`src/rtl/fft_frame_scheduler.sv`:
```
// fft_frame_scheduler: feeds evenly spaced frames of a recording to an FFT and reports each frame's peak bin
module fft_frame_scheduler #(
  parameter int SAMPLES_PER_FRAME = 1024,
  parameter int NUM_FRAMES = 4,
  parameter int BIN_W = 10
) (
  input  logic                    clk_in,
  input  logic                    rst_n_in,
  input  logic                    start_in,
  input  logic [31:0]             recording_length_in,
  input  logic                    sample_valid_in,
  input  logic signed [15:0]      sample_in,
  output logic                    fft_in_valid_out,
  output logic                    fft_in_last_out,
  output logic signed [15:0]      fft_in_data_out,
  input  logic                    fft_in_ready_in,
  input  logic                    fft_out_valid_in,
  input  logic                    fft_out_last_in,
  input  logic [31:0]             fft_out_mag_in,
  output logic [BIN_W-1:0]        peak_bin_out,
  output logic [31:0]             peak_mag_out,
  output logic                    peak_valid_out,
  input  logic                    peak_ready_in,
  output logic [1:0]              frame_idx_out,
  output logic                    busy_out,
  output logic                    done_out,
  output logic                    overrun_out
);
  typedef enum logic [2:0] {IDLE, ARM, FEED, SCAN, REPORT, GAP, DONE} state_t;
  state_t state;
  logic [31:0] slot_period, slot_timer;
  logic [BIN_W-1:0] sample_cnt, bin_cnt;
  logic xfer, slot_end;
  assign xfer = state == REPORT && peak_ready_in;
  assign slot_end = slot_timer >= slot_period - 32'd1;
  assign fft_in_valid_out = state == FEED && sample_valid_in;
  assign fft_in_last_out = fft_in_valid_out && sample_cnt == BIN_W'(SAMPLES_PER_FRAME - 1);
  assign fft_in_data_out = state == FEED ? sample_in : '0;
  assign peak_valid_out = state == REPORT;
  assign busy_out = state != IDLE;
  assign done_out = state == DONE;
  always_ff @(posedge clk_in or negedge rst_n_in)
    if (!rst_n_in) begin
      state <= IDLE;
      slot_period <= '0;
      slot_timer <= '0;
      sample_cnt <= '0;
      bin_cnt <= '0;
      peak_bin_out <= '0;
      peak_mag_out <= '0;
      frame_idx_out <= '0;
      overrun_out <= 1'b0;
    end else begin
      if (state inside {FEED, SCAN, REPORT, GAP}) slot_timer <= slot_timer + 32'd1;
      if (state inside {FEED, SCAN, REPORT} && slot_end && !xfer) overrun_out <= 1'b1;
      case (state)
        IDLE: if (start_in) begin
          slot_period <= recording_length_in >> $clog2(NUM_FRAMES);
          overrun_out <= 1'b0;
          frame_idx_out <= '0;
          state <= ARM;
        end
        ARM: if (slot_period < 32'(SAMPLES_PER_FRAME)) begin
          overrun_out <= 1'b1;
          state <= DONE;
        end else begin
          slot_timer <= '0;
          sample_cnt <= '0;
          state <= FEED;
        end
        FEED: if (sample_valid_in && !fft_in_ready_in) overrun_out <= 1'b1;
        else if (sample_valid_in) begin
          sample_cnt <= sample_cnt + BIN_W'(1);
          if (fft_in_last_out) begin
            bin_cnt <= '0;
            peak_bin_out <= BIN_W'(1);
            peak_mag_out <= '0;
            state <= SCAN;
          end
        end
        SCAN: if (fft_out_valid_in) begin
          bin_cnt <= bin_cnt + BIN_W'(1);
          if (bin_cnt != '0 && fft_out_mag_in > peak_mag_out) begin
            peak_bin_out <= bin_cnt;
            peak_mag_out <= fft_out_mag_in;
          end
          if (fft_out_last_in) state <= REPORT;
        end
        REPORT: if (peak_ready_in) begin
          if (frame_idx_out == 2'(NUM_FRAMES - 1)) state <= DONE;
          else begin
            frame_idx_out <= frame_idx_out + 2'd1;
            if (slot_end) slot_timer <= '0;
            state <= slot_end ? FEED : GAP;
          end
        end
        GAP: if (slot_end) begin
          slot_timer <= '0;
          state <= FEED;
        end
        DONE: state <= IDLE;
        default: state <= IDLE;
      endcase
    end
endmodule

```
`config.mk`:
```
export PLATFORM = sky130hd
export DESIGN_NAME = fft_frame_scheduler
export DESIGN_NICKNAME = d
export VERILOG_FILES = /design/src/rtl/fft_frame_scheduler.sv
export SDC_FILE = /design/constraint.sdc
export NUM_CORES = 1
export LEC_CHECK = 0
export BUFFER_PORTS_ARGS = -buffer_cell sky130_fd_sc_hd__clkbuf_2
export CORE_MARGIN = 2
export CORE_UTILIZATION = 45
export CTS_BUF_LIST = sky130_fd_sc_hd__clkbuf_8
export DETAILED_ROUTE_END_ITERATION = 12
export GPL_TIMING_DRIVEN = 0
export PLACE_DENSITY = 0.71
export SYNTH_ARGS = -nofsm -noshare
export SYNTH_HDL_FRONTEND = slang
export SYNTH_SLANG_ARGS = --single-unit
```
`constraint.sdc`:
```
create_clock -name clk_in -period 5.4 [get_ports clk_in]
set_clock_uncertainty 0.1 [all_clocks]
set_input_delay 0.54 -clock clk_in [delete_from_list [all_inputs] [get_ports clk_in]]
set_output_delay 0.54 -clock clk_in [all_outputs]
set_load 0.03 [all_outputs]
```
-- Word level (Yosys, flattened, before mapping)
Cells that the tools add are included.
- mux-type cells: 49
- $add $sub $neg: 5
- equal/unequal tests: 19
- magnitude comparators: 3
- reductions and logical operators: 23
- operator list (cell ; number):
    two-way mux 32 bit ; 10
    two-way mux 10 bit ; 12
    one-hot mux 32 bit (3 select lines) ; 1
    one-hot mux 32 bit (2 select lines) ; 1
    one-hot mux 10 bit (2 select lines) ; 3
    two-way mux 3 bit ; 11
    adder 32 x 1 -> 32 bit, second input constant ; 1
    greater-or-equal comparator 32 bit ; 1
    greater-than comparator 32 bit ; 1
    subtractor 30 x 1 -> 31 bit, second input constant ; 1
    less-than comparator 30 x 11 -> 1 bit, second input constant ; 1
    adder 10 x 1 -> 10 bit, second input constant ; 2
    != test 2 bit, second input constant ; 9
    one-hot mux 3 bit (6 select lines) ; 1
    two-way mux 16 bit ; 1
    == test 10 bit, second input constant ; 1
    nonzero test 10 bit ; 1
    == test 3 bit, second input constant ; 3
    AND reduction 4 bit ; 2
    AND reduction 8 bit ; 1
    logical AND 1 bit ; 7
    == test 3 x 2 -> 1 bit, second input constant ; 2
    two-way mux 2 bit ; 3
    AND reduction 6 bit ; 1
    14 further kinds ; 22
- logic and storage cells: 108
- register bits after elaboration: 130
- output and inout bits: 66
- input port bits: 88

-- Depth between registers and ports, before layout
- word-level depth: 7
- depth in mapped cells: 17
- gate-level depth less buffers: 16

-- Least setup slack after synthesis
OpenSTA, ideal clock, no wires.
- kind: reg-to-reg
- start point: register slot_period[17]
- end point: register slot_timer[10]
- buffers on the path: 1
- cell stages (with the launch flop): 16
- arrival: 4.170 ns
- setup time: 0.080 ns
- required time: 5.220 ns
- setup slack: 1.049 ns
- clock period less this slack: 4.351 ns
- cells stage by stage: dfrtp_1 or4_4 or4b_4 or2_2 or2_2 nor2_1 xnor2_1 ha_1 a21o_1 a21o_1 a221oi_1 nand2_1 a21oi_1 nor3_1 buf_2 nor3_2
- word-level cells in the longest chain between the ends: 6
- elaborated cells between the ends (all ways): 8
- those cells by class: add/sub: 1; order compare: 2; mux: 5
- ends and longest elaborated chain (element ; line ; source):
    start: declaration ; 31 ; logic [31:0] slot_period, slot_timer;
    start signal: assignment ; 58 ; slot_period <= recording_length_in >> $clog2(NUM_FRAMES);
    subtractor 30 x 1 -> 31 bit ; 35 ; assign slot_end = slot_timer >= slot_period - 32'd1;
    greater-or-equal comparator 32 bit ; 35 ;
    two-way mux 32 bit ; 93, 97 ;
    two-way mux 32 bit ; 90 ; if (frame_idx_out == 2'(NUM_FRAMES - 1)) state <= DONE;
    two-way mux 32 bit ; 89 ; REPORT: if (peak_ready_in) begin
    one-hot mux 32 bit (3 select lines) (*) ; 56 ; case (state)
    end signal: assignment ; 54 ; if (state inside {FEED, SCAN, REPORT, GAP}) slot_timer <= slot_timer + 32'd1;
    end: declaration ; 31 ;
Mark *: on every way between the ends. The rest lies on a longest branch, timed or not.
A chain may end at the register's enable or synchronous reset.

-- Worst setup path in the final report
- start point: register slot_period[16]
- end point: register slot_timer[12]
Same word-level chain as after synthesis.

==> implementation parameters <==
Parameter                              Value

Yosys
  Yosys top cell area share ... between 30% and 40%
  Avg Synthesized Cell Area ... just over 10 um^2
  Post-synth ARST share ... 100%
  Sequential fraction of the synthesis area ... about two fifths
  Mux contribution to synthesized area ... under 10%
  Share of the synthesized area in compound gates (AO/OA/AOI/OAI) ... 13.3%
  Post-synth top flop ... dfrtp_1
  Distinct cell type count after synthesis ... 60
  Post-synthesis share of cell area spent on xor and xnor gates ... 7.18%
  Main combinational cell family by area after synthesis ... simple AND/OR/NAND/NOR gates
  Adder-cell share of the synthesized area ... between 10 and 15%
  Area of the mapped netlist ... around 8200 um^2
  Yosys top cell by area ... dfrtp_1
  Number of register bits inferred by synthesis ... 130
  Cells after Synth ... around 810
  Cell types with the largest area share after synthesis ... dfrtp_1 40%, ha_1 11%, a32o_1 5.0%
  Synthesis warning total ... 0
  Net Count, Synth ... about 970
  Post-synthesis share of cell area spent on and, or, nand and nor gates ... 20.1%
  Number of enable flip-flop cells after synthesis ... 0

Floorplanning
  Die boundary width ... around 140 um
  Starting utilization of the core area ... between 40 and 50%
  Die Ht ... roughly 140 um
  Core outline area ... 17900 um^2
  Number of I/O pins ... 154
  Die footprint ... 19300 um^2
  Standard-cell row count ... between 40 and 50

Global route
  Global route total overflow ... 0
  Via count of the first global-routing pass ... 6818
  Number of antenna violations at the first check in global routing ... 0
  Largest net degree at the start of global routing ... 88
  Overall Global Routing Usage ... between 20% and 30%
  Wire length of the first global-routing pass ... roughly 34000 um

Final layout
  Final Instance Area ... between 9000 and 10000 um^2
  Most frequent cells in the layout ... 150 x clkbuf_2, 130 x dfrtp_1, 73 x ha_1
  Area of the multi-input gates ... roughly 4600 um^2
  Share of the core filled with cells ... 54.4%
  Filler Cells Inserted ... 1667
  Number of antenna repair diodes ... 0
  NumNets Final ... around 1100
  Leading cell type in the layout, fill and taps excluded ... clkbuf_2
  Fraction of layout instances using a drive strength above 1 ... 26.7%
  Sequential cell area in the final layout ... ~3300 um^2
  Area Overhead vs Synth ... 19.1%

Clock tree
  Clock tree from TritonCTS ... built
  Worst-Skew Late Latency ... ~0.46 ns
  Count of clock tree sinks ... between 100 and 150
  H-tree depth ... 4
  Clock transition at path regs ... about 0.08 ns
  Largest buffer count on any clock path ... 2
  Root buffer cell ... clkbuf_8
  Total CTS buffers ... 17

Critical path
  Slack of the worst reg-to-reg path ... about 0.38 ns
  Maximum fanout along the worst path ... 10
  Crit path DAT ... roughly 5.3 ns
  Worst setup path endpoint ... slot_timer[12]$_DFF_PN0_
  RR Endpoint ... slot_timer[12]$_DFF_PN0_
  Source of the critical timing path ... slot_period[16]$_DFFE_PN0P_
  Worst Setup Start Kind ... register
  Required time of the critical path ... ~5.7 ns
  Sort of element at the end of the critical path ... register
  R2R cell count ... 15
  Worst setup path category ... register to register
  Launch point of the worst reg-to-reg path ... slot_period[16]$_DFFE_PN0P_

Place
  IO buf count ... around 150
  Gp weighted congestion ... about 0.88
  Post-DP HPWL ... around 15000 um
  Pre-CTS WS ... -0.0592 ns
  Placement-stage cell area ... just over 9000 um^2

Status
  Result of the run ... completed

Min path
  Tightest Hold Check Type ... input pin to register

Route
  Per-cell routed wire length ... around 16 um
  Drt first-iter violations ... ~360
  Pre-antenna DRT Iters ... 4
  Via total after detailed routing ... approximately 6800
  Post-detailed-route via-to-cell ratio ... about 5.6
  DRT antenna net count ... 0
  Aggregate routed wire length ... between 20000 and 25000 um
  DRC violations left ... 0

Pwr
  Power density over cell area ... approximately 240 nW/um^2
  Maximum resistive drop on vdd ... 133 uV
  Static leakage power ... between 0.004 and 0.005 uW
  Final Power ... ~2400 uW

STA
  Post-layout minimum cycle time ... approximately 5 ns
  Unrepaired setup endpoints after global routing ... false
  Final Slew Violations ... 0
  Setup violators final ... 0
  Hold violation total from the final report ... 0
  Worst-Margin Slew ... approximately 0.92 ns
  Fin crit share ... about 93%
  Worst rel slew slack ... between 30% and 40%
  Maximum clock frequency ... about 200 MHz
  Hold Worst Slack ... ~0.19 ns
  Setup slack after layout ... around 0.38 ns

Run
  Max-Cap Viols ... 0
## state kept, by name (all words and copies together), names as in the netlist
signal,flops
peak_mag_out,32
bin_cnt,10
sample_cnt,10
overrun_out,1
peak_bin_out,10
state,3
frame_idx_out,2
slot_period,30
slot_timer,32
## stage by stage
| step | cells | TNS, ns |
|---|---|---|
| final | 1222 | 0 |
| after global routing | 1222 | 0 |
| after CTS | 1222 | 0 |
| after detailed placement | 1189 | -0.689 |
| after global placement | 1188 | 0 |
| after floorplan | 808 | 0 |
## worst min path at each step
stage / startpoint / to / slack (ns) / cells past startpoint
6_report: recording_length_in[3] / slot_period[1]$_DFFE_PN0P_ / 0.19 / 3
5_1_grt: recording_length_in[3] / slot_period[1]$_DFFE_PN0P_ / 0.17 / 3
4_1_cts: recording_length_in[15] / slot_period[13]$_DFFE_PN0P_ / 0.18 / 2
3_5_place_dp: peak_bin_out[1]$_DFFE_PN0P_ / peak_bin_out[1]$_DFFE_PN0P_ / 0.38 / 1
3_3_place_gp: peak_bin_out[3]$_DFFE_PN0P_ / peak_bin_out[3]$_DFFE_PN0P_ / 0.38 / 1
2_1_floorplan: rst_n_in / bin_cnt[0]$_DFFE_PN0P_ / 0.14 / 0
## report_power, final
group,total [uW],internal (uW),switching [uW]
Combinational,319,147,172
Clock,964,560,404
Sequential,1090,1020,67.7
## routing by layer
layer  GRT usage, %  wire, um  vias to the layer above
met4           8.51       514                        0
met3           5.70      1060                       34
met2           35.7      9870                      143
li1               -         -                     3307
met1           26.3      8610                     3315
met5              0         0                        -
## what timing repair did
action,in CTS,in global routing
cloned,0,0
hold endpoints to repair,43,0
resized for setup,1,1
hold buffers,1,0
endpoints found under the setup margin,31,23
buffers inserted,0,0
## cell usage after synthesis, drive strengths merged (3+ instances only)
| master | number |
|---|---|
| dfrtp | 130 |
| ha | 73 |
| nor3 | 54 |
| nand2 | 49 |
| inv | 45 |
| nor2 | 45 |
| xnor2 | 43 |
| a32o | 41 |
| a21oi | 31 |
| o21ai | 30 |
| mux2 | 29 |
| and3 | 27 |
| nand3 | 25 |
| xor2 | 24 |
| clkbuf | 23 |
| a21o | 17 |
| nand4 | 17 |
| nor4 | 17 |
| buf | 11 |
| nor2b | 9 |
| or3 | 6 |
| and2 | 5 |
| nand2b | 5 |
| or2 | 5 |
| a31oi | 3 |
| nand4b | 3 |
| o21a | 3 |
| o31ai | 3 |
| or4 | 3 |
## logic make-up (layout without fill, tap and decap cells)
| kind of cell | Yosys count | count (layout) |
|---|---|---|
| buffers and inverters | 80 | 265 |
| XOR/XNOR | 67 | 67 |
| AO/OA/AOI/OAI | 147 | 147 |
| flip-flops | 130 | 130 |
| multiplexers | 31 | 31 |
| AND/OR/NAND/NOR | 280 | 280 |
| adder cells (fa/ha/maj) | 73 | 73 |
## area by class of cell
cell class / instances / share of cell area (%)
Multi-Input combinational cell: 598 / 47.2
Clock inverter: 14 / 2.18
Inverter: 46 / 1.77
Clock buffer: 18 / 2.54
Timing Repair Buffer: 153 / 8.24
Tap cell: 229 / 2.94
Buffer: 34 / 1.73
Sequential cell: 130 / 33.4
## worst max-delay path, stage by stage (launching register included)
cell	delay (ns)
dfrtp_1	0.45
or4_4	0.56
or4b_4	0.53
or2_2	0.33
or2_2	0.33
nor2_1	0.16
xnor2_1	0.15
ha_1	0.27
a21o_1	0.19
a21o_1	0.17
a221oi_1	0.57
nand2_1	0.10
a21oi_1	0.33
nor3_1	0.20
buf_2	0.28
nor3_2	0.22
No activity file was read; power rests on OpenSTA's default activity.
